===== config.mk =====
export PLATFORM = sky130hd
export DESIGN_NAME = dmem_req_sequencer
export DESIGN_NICKNAME = d
export VERILOG_FILES = /design/src/rtl/dmem_req_sequencer.sv
export SDC_FILE = /design/constraint.sdc
export NUM_CORES = 1
export LEC_CHECK = 0
export CAP_MARGIN = 20
export CORE_UTILIZATION = 40
export DETAILED_ROUTE_END_ITERATION = 16
export PLACE_DENSITY = 0.76
export SETUP_SLACK_MARGIN = 0.02
export SLEW_MARGIN = 20
export SYNTH_ARGS = -nofsm -noshare
export SYNTH_HDL_FRONTEND = slang
export SYNTH_SLANG_ARGS = --single-unit

===== constraint.sdc =====
create_clock -name clk -period 1.74 [get_ports clk]
set_input_delay 0.348 -clock clk [delete_from_list [all_inputs] [get_ports clk]]
set_output_delay 0.348 -clock clk [all_outputs]
set_load 0.005 [all_outputs]

===== src/rtl/dmem_req_sequencer.sv =====
// Serialises the two-pipe MEM bundle onto the single data-memory bus port, pipe 0 first.
// Optional build macro DMEM_SEQ_PERF_CNT_EN adds stall-cycle and bus-request counters.
module dmem_req_sequencer #(
    parameter int ADDR_W = 32,
    parameter int DATA_W = 32
) (
    input  logic                clk,
    input  logic                rst_n,
    input  logic                req0_valid,
    input  logic                req0_write,
    input  logic                req0_uncached,
    input  logic [ADDR_W-1:0]   req0_paddr,
    input  logic [DATA_W-1:0]   req0_wrdata,
    input  logic [DATA_W/8-1:0] req0_byteenable,
    input  logic                req1_valid,
    input  logic                req1_write,
    input  logic                req1_uncached,
    input  logic [ADDR_W-1:0]   req1_paddr,
    input  logic [DATA_W-1:0]   req1_wrdata,
    input  logic [DATA_W/8-1:0] req1_byteenable,
    input  logic                flush,
    output logic                stall,
    output logic                done,
    output logic [DATA_W-1:0]   rsp0_rddata,
    output logic [DATA_W-1:0]   rsp1_rddata,
    output logic                bus_req,
    output logic                bus_write,
    output logic                bus_uncached,
    output logic [ADDR_W-1:0]   bus_addr,
    output logic [DATA_W-1:0]   bus_wdata,
    output logic [DATA_W/8-1:0] bus_be,
    input  logic                bus_ready,
    input  logic                bus_rvalid,
    input  logic [DATA_W-1:0]   bus_rdata
`ifdef DMEM_SEQ_PERF_CNT_EN
    ,
    output logic [31:0]         perf_stall_cycles,
    output logic [31:0]         perf_bus_reqs
`endif
);
    localparam int BE_W = DATA_W / 8;

    typedef enum logic [2:0] {
        S_IDLE, S_ISSUE0, S_WAIT0, S_ISSUE1, S_WAIT1, S_DONE
    } state_t;

    state_t              r_state;
    state_t              w_state_nxt;
    state_t              w_after_cpl;

    logic                r_req0_write;
    logic                r_req0_uncached;
    logic [ADDR_W-1:0]   r_req0_paddr;
    logic [DATA_W-1:0]   r_req0_wrdata;
    logic [BE_W-1:0]     r_req0_be;
    logic                r_req1_valid;
    logic                r_req1_write;
    logic                r_req1_uncached;
    logic [ADDR_W-1:0]   r_req1_paddr;
    logic [DATA_W-1:0]   r_req1_wrdata;
    logic [BE_W-1:0]     r_req1_be;
    logic                r_flush;
    logic [DATA_W-1:0]   r_rsp0;
    logic [DATA_W-1:0]   r_rsp1;

    logic                w_latch;
    logic                w_in_issue;
    logic                w_in_wait;
    logic                w_pipe1;
    logic                w_cpl;
    logic                w_drop;
    logic                w_ld0;
    logic                w_ld1;

    assign w_latch    = (r_state == S_IDLE) && !flush && (req0_valid || req1_valid);
    assign w_in_issue = (r_state == S_ISSUE0) || (r_state == S_ISSUE1);
    assign w_in_wait  = (r_state == S_WAIT0)  || (r_state == S_WAIT1);
    assign w_pipe1    = (r_state == S_ISSUE1) || (r_state == S_WAIT1);
    // A completion is either the rvalid in WAIT or a same-cycle ready+rvalid in ISSUE.
    assign w_cpl      = (w_in_issue && bus_ready && bus_rvalid) || (w_in_wait && bus_rvalid);
    assign w_drop     = flush || r_flush;
    assign w_ld0      = w_cpl && !w_drop && !w_pipe1 && !r_req0_write;
    assign w_ld1      = w_cpl && !w_drop &&  w_pipe1 && !r_req1_write;

    always_ff @(posedge clk) begin
        if (!rst_n) r_state <= S_IDLE;
        else        r_state <= w_state_nxt;
    end

    always_comb begin
        if (w_drop)                      w_after_cpl = S_IDLE;
        else if (!w_pipe1 && r_req1_valid) w_after_cpl = S_ISSUE1;
        else                             w_after_cpl = S_DONE;

        w_state_nxt = r_state;
        unique case (r_state)
            S_IDLE: begin
                if (w_latch) w_state_nxt = req0_valid ? S_ISSUE0 : S_ISSUE1;
            end
            S_ISSUE0, S_ISSUE1: begin
                if (bus_ready) begin
                    if (bus_rvalid)                w_state_nxt = w_after_cpl;
                    else if (r_state == S_ISSUE0)  w_state_nxt = S_WAIT0;
                    else                           w_state_nxt = S_WAIT1;
                end else if (flush) begin
                    w_state_nxt = S_IDLE;
                end
            end
            S_WAIT0, S_WAIT1: begin
                if (bus_rvalid) w_state_nxt = w_after_cpl;
            end
            S_DONE:  w_state_nxt = S_IDLE;
            default: w_state_nxt = S_IDLE;
        endcase
    end

    always_comb begin
        stall        = 1'b0;
        bus_req      = 1'b0;
        bus_write    = 1'b0;
        bus_uncached = 1'b0;
        bus_addr     = '0;
        bus_wdata    = '0;
        bus_be       = '0;
        case (r_state)
            S_IDLE: stall = (req0_valid || req1_valid) && !flush;
            S_ISSUE0: begin
                stall        = 1'b1;
                bus_req      = 1'b1;
                bus_write    = r_req0_write;
                bus_uncached = r_req0_uncached;
                bus_addr     = r_req0_paddr;
                bus_wdata    = r_req0_wrdata;
                bus_be       = r_req0_be;
            end
            S_ISSUE1: begin
                stall        = 1'b1;
                bus_req      = 1'b1;
                bus_write    = r_req1_write;
                bus_uncached = r_req1_uncached;
                bus_addr     = r_req1_paddr;
                bus_wdata    = r_req1_wrdata;
                bus_be       = r_req1_be;
            end
            S_WAIT0, S_WAIT1: stall = 1'b1;
            default: ;
        endcase
    end

    assign done        = (r_state == S_DONE);
    assign rsp0_rddata = r_rsp0;
    assign rsp1_rddata = r_rsp1;

    always_ff @(posedge clk) begin
        if (!rst_n) begin
            r_req0_write    <= 1'b0;
            r_req0_uncached <= 1'b0;
            r_req0_paddr    <= '0;
            r_req0_wrdata   <= '0;
            r_req0_be       <= '0;
            r_req1_valid    <= 1'b0;
            r_req1_write    <= 1'b0;
            r_req1_uncached <= 1'b0;
            r_req1_paddr    <= '0;
            r_req1_wrdata   <= '0;
            r_req1_be       <= '0;
            r_flush         <= 1'b0;
            r_rsp0          <= '0;
            r_rsp1          <= '0;
        end else begin
            if (w_latch) begin
                r_req0_write    <= req0_write;
                r_req0_uncached <= req0_uncached;
                r_req0_paddr    <= req0_paddr;
                r_req0_wrdata   <= req0_wrdata;
                r_req0_be       <= req0_byteenable;
                r_req1_valid    <= req1_valid;
                r_req1_write    <= req1_write;
                r_req1_uncached <= req1_uncached;
                r_req1_paddr    <= req1_paddr;
                r_req1_wrdata   <= req1_wrdata;
                r_req1_be       <= req1_byteenable;
            end
            if (w_ld0) r_rsp0 <= bus_rdata;
            if (w_ld1) r_rsp1 <= bus_rdata;
            // Remember a flush only while a response is still owed.
            r_flush <= ((w_state_nxt == S_WAIT0) || (w_state_nxt == S_WAIT1)) && w_drop;
        end
    end

`ifdef DMEM_SEQ_PERF_CNT_EN
    logic [31:0] r_perf_stall;
    logic [31:0] r_perf_breq;

    always_ff @(posedge clk) begin
        if (!rst_n) begin
            r_perf_stall <= '0;
            r_perf_breq  <= '0;
        end else begin
            if (stall)               r_perf_stall <= r_perf_stall + 32'd1;
            if (bus_req && bus_ready) r_perf_breq <= r_perf_breq + 32'd1;
        end
    end

    assign perf_stall_cycles = r_perf_stall;
    assign perf_bus_reqs     = r_perf_breq;
`endif

endmodule


==> impl_metrics.toml <==
[status]
run_status = "complete, but fails checks"
failed_checks = "setup timing"

[logic_synthesis]
synth_cell_type_count = 34
syn_area_sq_um = 8480
ys_ff_latch = 209
yosys_most_used_dff = "dfxtp_1"
synth_cells = 1027
sequential_area_share_after_synthesis = 0.494
async_reset_ff_frac = 0
synthesis.nets = 1206
synth_enable_flop_cells = 0
yosys_warnings = 0
avgSynthCellArea_sq_um = 8.25

[finish]
fillCellCount = 1671
stdcell_area_sq_um = 13600
area_growth_pct = 60.7
num-nets-final = 1550
share_of_cells_above_drive_strength_1 = 0.177
post-route-util = 0.664
mostFrequentLayoutCell = "nand2_1"
most_used_cells_in_the_layout_excluding_fill_and_tap_cells = "nand2_1 (282), dfxtp_1 (202), clkdlybuf4s50_1 (200), nor2_1 (137), mux2i_1 (125)"

[detailed_routing]
met3_wirelength_um = 2100
remaining_drc_errors = 0
routed_wl_um = 28100
post_drt_via_cell_ratio = 5.02
met1_length_um = 11400
via_count = 8326
wl_met2_um = 13800
dr.pass1.iters = 4
maxUsedRoutingLayer = "met4"
ant_nets = 0
wl_per_cell_um = 16.9
drt_iter0_markers = 274

[critical_path]
worstPathArrival_ns = 1.63
cp_data_required_time_ns = 1.39
timing.critical_path.from_type = "register"
timing_worst_setup_path_type = "register to primary output"
cp_max_fo = 5
critPathCaptureType = "primary output"

[timing]
fmax_mhz = 506
final.period_utilization = 1.13
setup_viol_count_final = 140
drv_slew = 0
hold_ws_ns = 0.391
finalClockSkew_ns = 0.0149
final.setup.worst_slack_ns = -0.235
grt_setup_unrepaired = "yes"
timing.final.crit_period_ns = 1.97
final_hold_viol_count = 0
timing_worst_slew_pin_value_ns = 0.413
timing.setup.tns_ns = -21.14
slew_headroom = 0.721

[power_and_ir_drop]
internal_power_summed_over_all_cells_w = 0.00913
power.static_leakage_nw = 6.20
power.share.sequential = 0.427
pwr-share-comb = 0.197
pwr_density_cell_nw_per_um2 = 899
clock_power_share = 0.377
worst_ir_drop_vdd_mv = 0.688
net_switching_share_of_the_total_power = 0.255
total_switching_power_w = 0.00312

[min_path]
min-delay-path-class = "input port to register"

[cts]
tritoncts_num_sinks = 209
cts_root_buffer = "clkbuf_16"
tritoncts = "yes"
cts_hold_buf = 0
numCtsBuffers = 23
cts_max_path_buffers = 3
clk_pin_slew_ns = 0.06
clock_latency_ns = 0.50
cts.htree.levels = 1

[floorplan]
dieWidth_um = 148
initial_core_util = 0.414
fp.dieH_um = 148
placement_rows = 52
dieArea_sq_um = 21800
top_level_ports = 316
coreArea_sq_um = 20500

[grt]
grt_usage = 0.230
grt_max_degree = 86
wire_length_of_the_first_global_routing_pass_um = 40800
antenna_found_initial = 1
overflow = 0
grt_pass1_vias = 8041

[job]
drv_cap = 0

[placement]
port_buffers = 315
dpl-instance-area_sq_um = 12200
dp_slack_ns = -0.551
gp_routability_congestion = 0.807
half_perimeter_wire_length_of_the_detailed_placement_result_um = 17100
-- Yosys cell counts, drive strengths merged (3+ instances only) --
| cell | count | area [sq um] |
|---|---|---|
| nand2 | 283 | 1060 |
| dfxtp | 209 | 4180 |
| a21oi | 144 | 721 |
| nor2 | 139 | 522 |
| mux2i | 134 | 1340 |
| clkbuf | 58 | 218 |
| buf | 24 | 171 |
| inv | 5 | 18.8 |
| nand2b | 3 | 18.8 |
| nand3b | 3 | 22.5 |
-- layer usage --
metal | track usage | vias to the layer above
met2 | 0.402 | 279
met4 | 0.0732 | 0
met3 | 0.0620 | 46
met1 | 0.274 | 3932
li1 | - | 4069
met5 | 0 | -
-- metrics by stage --
step                      power (W)  instances
after global routing         0.0127       1658
after floorplan             0.00624       1027
after detailed placement    0.00727       1579
after CTS                    0.0120       1640
final                        0.0122       1658
after global placement      0.00724       1579
-- layout make-up --
class,count,area (sq um),share of cell area
multi-input combinational,731,4100,0.301
tap,270,338,0.0248
timing repair buffer,401,4240,0.311
clock inverter,3,15.0,0.00110
antenna,1,2.50,0.000184
clock buffer,38,702,0.0515
inverter,5,28.8,0.00211
sequential,209,4200,0.308
-- worst max-delay path, cell delays in order (launching register included) --
cell and delay [ns]:
dfxtp_4 0.41, buf_12 0.15, buf_12 0.13, mux2i_1 0.23, nor2_1 0.07, buf_2 0.13
-- power by group through the flow --
stage	Combinational, W	Clock [W]	Sequential (W)
finish	0.00241	0.00461	0.00523
global route	0.00259	0.00490	0.00526
CTS	0.00211	0.00470	0.00521
detailed placement	0.00194	0	0.00533
global placement	0.00192	0	0.00532
floorplan	0.000964	0	0.00528
-- state kept, by name, indices dropped and copies added, names as in the netlist, 3 cells and up --
signal	count
r_req0_be	4
r_req0_paddr	32
r_req0_wrdata	32
r_req1_be	4
r_req1_paddr	32
r_req1_wrdata	32
r_state	3
rsp0_rddata	32
rsp1_rddata	32
-- path summary, 6_finish.rpt --
check	start	endpoint	slack, ns	cells after the start
worst min-delay path	req0_wrdata[16]	r_req0_wrdata[16]	0.39	3
worst max-delay path	r_state[1]	bus_addr[27]	-0.23	5
worst max register to register	r_state[1]	rsp0_rddata[7]	-0.21	7
worst min register to register	r_req0_wrdata[27]	r_req0_wrdata[27]	0.45	2
-- logic make-up (layout without fill, tap and decap cells) --
group           Yosys count  after routing  share of synthesized area
flops                   209            209                      0.494
compound gates          157            157                     0.0973
simple gates            439            439                      0.202
other cells               0              1                          0
buf+inv                  87            447                     0.0481
xor+xnor                  1              1                    0.00103
mux                     134            134                      0.158
-- repair_timing --
item	4_1_cts	5_1_grt
pin swaps	22	34
gates cloned	7	16
endpoints found under the hold margin	0	0
endpoints found under the setup margin	206	293
resized for setup	330	98
setup buffers	13	2
Note: power is estimated with default switching activity, not from simulation.
